## config.mk

```make
export PLATFORM = sky130hd
export DESIGN_NAME = scan_sequencer_3bit
export DESIGN_NICKNAME = d
export VERILOG_FILES = /design/src/rtl/scan_sequencer_3bit.sv
export SDC_FILE = /design/constraint.sdc
export NUM_CORES = 1
export LEC_CHECK = 0
export CAP_MARGIN = 40
export CORE_MARGIN = 5
export CORE_UTILIZATION = 50
export DETAILED_ROUTE_END_ITERATION = 16
export PLACE_DENSITY = 0.77
export SLEW_MARGIN = 40
export SYNTH_ARGS = -nofsm -noshare
export SYNTH_HDL_FRONTEND = slang
export SYNTH_SLANG_ARGS = --single-unit
export TNS_END_PERCENT = 100
```

## constraint.sdc

```tcl
create_clock -name clk_i -period 6 [get_ports clk_i]
set_clock_uncertainty 0.1 [all_clocks]
set_input_delay 1.2 -clock clk_i [delete_from_list [all_inputs] [get_ports clk_i]]
set_output_delay 1.2 -clock clk_i [all_outputs]
set_load 0.01 [all_outputs]
```

## src/rtl/scan_sequencer_3bit.sv

```systemverilog
// Steps a 3-bit decoder select through the set bits of a captured channel mask, holding each for dwell+1 cycles.
// Outputs are registered; the first index appears the cycle after start, there is no backpressure.
module scan_sequencer_3bit #(
  parameter int DWELL_W = 8
) (
  input  logic               clk_i,
  input  logic               rst_i,
  input  logic               start_i,
  input  logic               stop_i,
  input  logic               mode_i,
  input  logic [7:0]         mask_i,
  input  logic [DWELL_W-1:0] dwell_i,
  output logic [2:0]         i_o,
  output logic               valid_o,
  output logic               busy_o,
  output logic               done_o
);

  typedef enum logic {
    IDLE = 1'b0,
    SCAN = 1'b1
  } state_t;

  state_t             state_q, state_d;
  logic [7:0]         mask_q, mask_d;
  logic [DWELL_W-1:0] dwell_q, dwell_d;
  logic [DWELL_W-1:0] cnt_q, cnt_d;
  logic               mode_q, mode_d;
  logic [2:0]         i_q, i_d;
  logic               done_q, done_d;

  logic [2:0] first_in;
  logic [2:0] first_q;
  logic [2:0] next_q;
  logic       next_found;

  // Descending loops so the last hit written is the lowest qualifying bit.
  always_comb begin
    first_in   = '0;
    first_q    = '0;
    next_q     = '0;
    next_found = 1'b0;
    for (int n = 7; n >= 0; n--) begin
      if (mask_i[n]) first_in = 3'(n);
      if (mask_q[n]) first_q = 3'(n);
      if (mask_q[n] && (3'(n) > i_q)) begin
        next_q     = 3'(n);
        next_found = 1'b1;
      end
    end
  end

  always_comb begin
    state_d = state_q;
    mask_d  = mask_q;
    dwell_d = dwell_q;
    cnt_d   = cnt_q;
    mode_d  = mode_q;
    i_d     = i_q;
    done_d  = 1'b0;
    case (state_q)
      IDLE: begin
        if (start_i && !stop_i && (mask_i != 8'h00)) begin
          mask_d  = mask_i;
          dwell_d = dwell_i;
          mode_d  = mode_i;
          i_d     = first_in;
          cnt_d   = dwell_i;
          state_d = SCAN;
        end
      end
      SCAN: begin
        if (stop_i) begin
          state_d = IDLE;
        end else if (cnt_q != '0) begin
          cnt_d = cnt_q - DWELL_W'(1);
        end else if (next_found) begin
          i_d   = next_q;
          cnt_d = dwell_q;
        end else if (!mode_q) begin
          i_d   = first_q;
          cnt_d = dwell_q;
        end else begin
          state_d = IDLE;
          done_d  = 1'b1;
        end
      end
      default: state_d = IDLE;
    endcase
  end

  always_ff @(posedge clk_i or posedge rst_i) begin
    if (rst_i) begin
      state_q <= IDLE;
      mask_q  <= '0;
      dwell_q <= '0;
      cnt_q   <= '0;
      mode_q  <= 1'b0;
      i_q     <= '0;
      done_q  <= 1'b0;
    end else begin
      state_q <= state_d;
      mask_q  <= mask_d;
      dwell_q <= dwell_d;
      cnt_q   <= cnt_d;
      mode_q  <= mode_d;
      i_q     <= i_d;
      done_q  <= done_d;
    end
  end

  assign i_o     = i_q;
  assign valid_o = (state_q == SCAN);
  assign busy_o  = (state_q == SCAN);
  assign done_o  = done_q;

endmodule
```

Word-level counts from Yosys, hierarchy flattened

Cells that the tools add are included.

Bits in registers: 30
Latch bits: 0
Bits in writable memories: 0
Memory bits (read-only): 0
Bits of input ports: 21
Output and inout port bits: 6
Logic and storage cells: 93
Memories: 0

$add $sub $neg: 1
Multipliers: 0
Divide/modulo/power cells: 0
$lt $le $gt $ge: 8
Equality and inequality tests: 5
Shift operators: 0
Multiplexer cells: 55
Bitwise logic cells: 1
Reductions and logical operators: 16

Operators with widths:

| operator                                                                | count |
|---|---|
| 3-bit two-way mux                                                       | 29 |
| 8-bit two-way mux                                                       | 5 |
| 1-bit two-way mux                                                       | 18 |
| 8-bit case mux with 2 select lines                                      | 1 |
| 8-bit nonzero test                                                      | 2 |
| 3-bit > comparator, first input constant                                | 4 |
| 1-bit logical AND                                                       | 10 |
| 8-bit by 1-bit subtractor with 8-bit output, second input constant      | 1 |
| 1-bit by 3-bit > comparator with 1-bit output, first input constant     | 2 |
| 2-bit by 3-bit > comparator with 1-bit output, first input constant     | 2 |
| 2-bit inequality test, second input constant                            | 3 |
| 3-bit case mux with 2 select lines                                      | 1 |
| 4-bit by 2-bit inequality test with 1-bit output, second input constant | 1 |
| 4-bit AND reduction                                                     | 1 |
| 3-bit by 2-bit inequality test with 1-bit output, second input constant | 1 |
| 3-bit AND reduction                                                     | 1 |
| 1-bit case mux with 2 select lines                                      | 1 |
| 2-bit AND reduction                                                     | 1 |
| 1-bit logical NOT                                                       | 1 |
| 1-bit NOT                                                               | 1 |

Depth between registers and ports, before layout

Gate-level depths: netlist (run 1).

Word-level depth: 14
Gate-level depth with buffers: 7
Gate-level depth less buffers: 7

Worst setup path after synthesis (run 1)

Ideal clock, no wire load.

Path type: input -> register
From: input mask_i[4]
To: register dwell_q[0]
Library setup time: 0.125 ns
Arrival time: 2.435 ns
Required time: 5.775 ns
Path slack: 3.340 ns
Stages on the path: 5
Buffers on the path: 1
Cells stage by stage: nor4_1 -> nand2_1 -> nand3_2 -> buf_2 -> mux2_2

Word-level cells in the longest chain between the ends: 3

Ends and longest elaborated chain:

| item                          | line | RTL |
|---|---|---|
| start, declared               | 11   | `input logic [7:0] mask_i,` |
| 8-bit nonzero test            | 63   | `if (start_i && !stop_i && (mask_i != 8'h00)) begin` |
| 1-bit logical AND             | 63   |  |
| 2-bit AND reduction (no line) | -    |  |
| end signal, assigned          | 104  | `dwell_q <= dwell_d;` |
| end, declared                 | 26   | `logic [DWELL_W-1:0] dwell_q, dwell_d;` |

No other way between the ends.
A chain may end at the register's enable or synchronous reset.

Worst setup path in the final report (run 1)

From: input mask_i[4]
To: register i_q[1], in the netlist i_o[1]

Word-level cells in the longest chain between the ends: 7
Elaborated cells on any way between the ends: 11
Classes of those cells: 1 x eq/ne; 7 x mux; 3 x reduce/logical

Ends and longest elaborated chain:

| item                               | line | RTL |
|---|---|---|
| 3-bit two-way mux (5 in series)    | 44   | `if (mask_i[n]) first_in = 3'(n);` |
| 3-bit two-way mux                  | 63   |  |
| 3-bit case mux with 2 select lines | 61   | `case (state_q)` |
| end signal, assigned               | 107  | `i_q <= i_d;` |
| end, declared                      | 29   | `logic [2:0] i_q, i_d;` |

Several ways; a longest one is shown, not always the timed one. The select of a mux whose other input is x is not followed.

==> results of run 1 <==
## synthesized netlist by cell type (2+ instances only)
master / instances
or3_1: 3
mux2_4: 2
mux2i_1: 7
o21bai_1: 3
o31ai_1: 5
a31oi_1: 4
mux2_2: 22
nor4b_1: 2
ha_1: 2
nor3_1: 4
nor4_1: 2
nand3_1: 2
o21ai_0: 7
o32ai_1: 2
a21oi_1: 9
nand3_2: 2
xor2_1: 3
buf_2: 2
inv_1: 10
dfrtp_1: 30
nor2b_1: 3
nor2_1: 17
buf_4: 2
nand2b_1: 6
buf_6: 2
nand2_1: 12
## worst register-to-register path, cell delays in order, from the launching register on
cell and delay [ns]:
dfrtp_1 0.43, inv_1 0.15, ha_1 0.20, nor2b_1 0.29
nand3_2 0.28, a21o_1 0.26, or2_4 0.25, mux2_4 0.30
## registers in the layout, indices dropped and copies added (netlist names)
| register | cells |
|---|---|
| cnt_q | 8 |
| dwell_q | 8 |
| done_o | 1 |
| busy_o | 1 |
| mask_q | 8 |
| mode_q | 1 |
| i_o | 3 |
## layout make-up
cell class	instances	area, um^2
clock inverter	1	5.00
multi-input combinational	144	1090
sequential	30	751
fill	332	1390
timing repair buffer	27	268
tap	48	60.1
clock buffer	7	86.3
inverter	10	37.5
## cells by family after synthesis
family,after synthesis,share of synthesized area (%)
simple gates,65,19.4
compound gates,43,16.3
mux,31,18.1
flops,30,39.0
buf+inv,17,4.61
xor+xnor,3,1.36
fa+ha+maj,2,1.30
## worst max-delay path by stage
stage,cells after the start,end,slack (ns),startpoint
detailed placement,6,i_o[1],2.67,mask_i[4]
global route,6,i_o[1],2.85,mask_i[4]
global placement,6,i_o[1],2.72,mask_i[4]
finish,6,i_o[1],2.95,mask_i[4]
CTS,6,i_o[1],2.98,mask_i[4]
floorplan,5,dwell_q[0],3.34,mask_i[4]
## power breakdown
group	internal, mW	switching (mW)	leakage, nW
clock network	0.0923	0.0754	0.0482
logic	0.131	0.113	0.565
registers	0.245	0.0651	0.361
## layer usage
metal / wire length, um / GRT usage (%) / vias up
met5: 0 / 0 / -
met4: 87 / 7.72 / 0
met3: 272 / 3.88 / 10
met2: 1800 / 25.1 / 48
met1: 1980 / 25.4 / 721
li1: - / - / 752
==> flow_metrics.env, run 1 <==
export IMPL_crit_chain="clkdlybuf4s50_1, nor4_1, a311o_1, a21o_1, or2_4, mux2_4"
export IMPL_synthTopCellsByArea="dfrtp_1, mux2_2, mux2i_1, nor2_1, a21oi_1"
export IMPL_layout_drive_gt1_share_pct=20.1
export IMPL_setup_viol=0
export IMPL_placed_area_um2=2200
export IMPL_layout_area_overhead_vs_synth_pct=19.1
export IMPL_vias=1531
export IMPL_p_leak_nw=0.974
export IMPL_htree_num_levels=2
export IMPL_dieArea_um2=5200
export IMPL_yosys_area_top_type_share_pct=39.0
export IMPL_place_ws_ns=2.67
export IMPL_critPathTopFamily="simple AND/OR/NAND/NOR gates"
export IMPL_postCtsHoldBufs=0
export IMPL_io_pins=27
export IMPL_hold_path_startpoint="dwell_q[1]"
export IMPL_drc=0
export IMPL_cp_arrival_ns=3.12
export IMPL_grt_pass1_vias=1481
export IMPL_final_area_um2=2290
export IMPL_ir_drop_mv=0.176
export IMPL_worstPathMaxFanout=4
export IMPL_maxSlewHeadroom_pct=66.2
export IMPL_synthDominantAreaCellType="dfrtp_1"
export IMPL_period_share_pct=50.8
export IMPL_track_usage_pct=17.6
export IMPL_numCtsBuffers=5
export IMPL_finalWeightedCongestion=0.880
export IMPL_grt_setup_unrepaired="no"
export IMPL_final_cell_mix="dfrtp_1, clkdlybuf4s50_1, mux2_2"
export IMPL_portBuffers=26
export IMPL_clkTransAtPathRegs_ns=0.06
export IMPL_antenna_cells=0
export IMPL_worstRegToRegCells=7
export IMPL_setup_slack_ns=2.95
export IMPL_core_area_um2=3690
export IMPL_clk_latency_ns=0.29
export IMPL_grt_pass1_wl_mm=7.12
export IMPL_timing_setup_tns_ns=0
export IMPL_grt_max_degree=31
export IMPL_cts_sinks=30
export IMPL_grt_overflow_total=0
export IMPL_wirelength_mm=4.13
export IMPL_cp_start_kind="input pin"
export IMPL_cts_tree="built"
export IMPL_maxCapViolCount=0
export IMPL_endpoint_kind="register"
export IMPL_critPathSlowestCell="nor4_1"
export IMPL_final_cell_count_no_fill=267
export IMPL_hold_ws_ns=0.403
export IMPL_layout_min_cycle_time_ns=3.05
export IMPL_die_w_um=72.1
export IMPL_criticalPathCategory="in -> reg"
export IMPL_syn_nets=214
export IMPL_synth_ff_type="dfrtp_1"
export IMPL_ys_seq_area_share_pct=39.0
export IMPL_max_stage_delay_ns=0.51
export IMPL_status="finished, final reports clean"
export IMPL_postLayoutCoreUtil_pct=62.2
export IMPL_start_util_pct=52.2
export IMPL_nets=241
export IMPL_synth_area_per_cell_um2=10.1
export IMPL_powerDensity_nw_per_um2=315
export IMPL_critPathRequiredTime_ns=6.07
export IMPL_min_path_cells=1
export IMPL_r2r_start="cnt_q[0]"
export IMPL_hold_viol=0
export IMPL_netlist_instances=191
export IMPL_place_inst=259
export IMPL_tightestPinTransition_ns=0.502
export IMPL_via_per_inst=5.73
export IMPL_p_total_uw=722
export IMPL_first_pass_iters=6
export IMPL_antenna_left=0
export IMPL_num_rows=22
export IMPL_die_h_um=72.1
export IMPL_cts_resized=0
export IMPL_yosysWarnings=0
export IMPL_crit_buf_inv=1
export IMPL_synth_ff_latch_count=30
export IMPL_clockBufferDepth=2
export IMPL_antenna_found_initial=0
export IMPL_post_cts_buffers=0
export IMPL_rrSetupSlack_ns=3.61
export IMPL_synth_edff_count=0
export IMPL_hold_class="reg -> reg"
export IMPL_drt_initial_drc_count=165
export IMPL_final_common_cell="dfrtp_1"
export IMPL_max_freq_ghz=0.328
export IMPL_netlist_cell_type_count=52
export IMPL_hpwlAfterDp_mm=3.07
export IMPL_syn_area_um2=1930
export IMPL_reg2reg_to="i_o[1]"
export IMPL_root_buffer="clkbuf_8"
export IMPL_async_flop_share_pct=100
export IMPL_drv_slew=0
export IMPL_hold_end="dwell_q[1]"
export IMPL_wl_per_cell_um=15.5
Note: power is estimated with default switching activity, not from simulation.
==> inputs of run 2 (changes only) <==
==> constraint.sdc (replaced) <==
create_clock -name clk_i -period 3.2 [get_ports clk_i]
set_clock_uncertainty 0.1 [all_clocks]
set_input_delay 0.64 -clock clk_i [delete_from_list [all_inputs] [get_ports clk_i]]
set_output_delay 0.64 -clock clk_i [all_outputs]
set_load 0.01 [all_outputs]
==> run 2 against run 1 <==
Sequential share of layout area increased by 0.22 points. Sequential power increased by 87%. Critical path depth unchanged. Cell count fell by 0.37%. Via count fell by 1.9%. Non-clock buffer count is the same.
==> flow_metrics.env, run 2 (synthesis gave the netlist of run 1 again) <==
export IMPL_status="finished, final reports clean"
export IMPL_vias=1502
export IMPL_portBuffers=26
export IMPL_grt_busiest_layer="met1"
export IMPL_hold_viol=0
export IMPL_p_total_mw=1.31
export IMPL_wirelength_mm=3.90
export IMPL_clk_latency_ns=0.28
export IMPL_p_leak_nw=0.964
export IMPL_wl_per_cell_um=14.7
export IMPL_htree_num_levels=2
export IMPL_rrSetupSlack_ns=0.81
export IMPL_grt_overflow_total=0
export IMPL_grt_pass1_vias=1390
export IMPL_antenna_found_initial=0
export IMPL_nets=241
export IMPL_placed_area_um2=2200
export IMPL_cts_resized=0
export IMPL_final_cell_mix="dfrtp_1, clkdlybuf4s50_1, mux2_2"
export IMPL_min_path_cells=1
export IMPL_max_stage_delay_ns=0.51
export IMPL_finalWeightedCongestion=0.868
export IMPL_powerDensity_nw_per_um2=575
export IMPL_worstRegToRegCells=7
export IMPL_timing_setup_tns_ns=0
export IMPL_dieArea_um2=5200
export IMPL_critPathRequiredTime_ns=3.26
export IMPL_postCtsHoldBufs=0
export IMPL_io_pins=27
export IMPL_hold_path_startpoint="dwell_q[1]"
export IMPL_maxSlewHeadroom_pct=65.6
export IMPL_criticalPathCategory="in -> reg"
export IMPL_layout_drive_gt1_share_pct=19.3
export IMPL_num_rows=22
export IMPL_hold_ws_ns=0.402
export IMPL_drt_initial_drc_count=138
export IMPL_clkTransAtPathRegs_ns=0.06
export IMPL_cp_start_kind="input pin"
export IMPL_start_util_pct=52.2
export IMPL_root_buffer="clkbuf_8"
export IMPL_period_share_pct=78.0
export IMPL_ir_drop_mv=0.307
export IMPL_drc=0
export IMPL_final_area_um2=2280
export IMPL_die_w_um=72.1
export IMPL_setup_viol=0
export IMPL_numCtsBuffers=5
export IMPL_hpwlAfterDp_mm=2.89
export IMPL_die_h_um=72.1
export IMPL_final_common_cell="dfrtp_1"
export IMPL_gr_usage_met2_pct=23.0
export IMPL_critPathSlowestCell="nor4_1"
export IMPL_cp_arrival_ns=2.56
export IMPL_met1_usage_pct=24.5
export IMPL_hold_class="reg -> reg"
export IMPL_crit_chain="clkdlybuf4s50_1, nor4_1, a311o_1, a21o_1, or2_4, mux2_4"
export IMPL_track_usage_pct=16.5
export IMPL_tightestPinTransition_ns=0.511
export IMPL_cts_tree="built"
export IMPL_layout_min_cycle_time_ns=2.50
export IMPL_core_area_um2=3690
export IMPL_maxCapViolCount=0
export IMPL_antenna_left=0
export IMPL_first_pass_iters=4
export IMPL_via_per_inst=5.65
export IMPL_endpoint_kind="register"
export IMPL_grt_pass1_wl_mm=6.73
export IMPL_reg_top3="cnt_q x8, dwell_q x8, mask_q x8"
export IMPL_reg2reg_to="i_o[2]"
export IMPL_worstPathMaxFanout=4
export IMPL_grt_max_degree=31
export IMPL_layout_area_overhead_vs_synth_pct=18.3
export IMPL_clockBufferDepth=2
export IMPL_grt_setup_unrepaired="no"
export IMPL_post_cts_buffers=0
export IMPL_max_freq_ghz=0.401
export IMPL_grt_use_met3_pct=4.43
export IMPL_hold_end="dwell_q[1]"
export IMPL_cts_sinks=30
export IMPL_antenna_cells=0
export IMPL_r2r_start="cnt_q[0]"
export IMPL_drv_slew=0
==> run 2: changes by cell type in the layout (fill, tap and decap cells not counted), sizes merged <==
cell	delta
clkinv	-1
==> run 2: power breakdown <==
group | switching [mW] | internal [mW]
logic | 0.206 | 0.245
clock network | 0.131 | 0.149
registers | 0.120 | 0.460
total | 0.457 | 0.854
==> run 2: cell type report <==
class                           instances  area [um^2]
Fill cell                             325         1410
Multi-Input combinational cell        144         1090
Sequential cell                        30          751
Timing Repair Buffer                   27          268
Clock buffer                            7         76.3
Tap cell                               48         60.1
Inverter                               10         37.5
==> run 2: per-layer routing <==
metal,vias to the layer above,wire length [um],share of wire (%)
li1,749,-,-
met1,710,2010,51
met2,39,1630,42
met3,4,222,5.7
met4,0,48,1.2
met5,-,0,0
==> run 2: worst max-delay path by stage <==
stage,from,end,slack [ns],depth (start not counted)
after floorplan,mask_i[4],dwell_q[0],1.10,5
after global placement,mask_i[4],i_o[2],0.48,6
after detailed placement,mask_i[4],i_o[2],0.41,6
after CTS,mask_i[4],i_o[2],0.70,6
after global routing,mask_i[4],i_o[2],0.59,6
final,mask_i[4],i_o[2],0.70,6
==> run 2: worst max-delay path: cells and delay by family <==
family,cells,cell delay (ns)
AO/OA/AOI/OAI,2,0.52
multiplexers,1,0.29
buffers and inverters,1,0.45
AND/OR/NAND/NOR,2,0.65
==> run 2: metrics by stage <==
step | setup WS, ns | cells | util, %
finish | 0.704 | 266 | 61.8
CTS | 0.702 | 266 | 61.8
global route | 0.590 | 266 | 61.8
floorplan | 1.10 | 191 | -
global placement | 0.476 | 259 | 59.7
detailed placement | 0.405 | 259 | 59.7
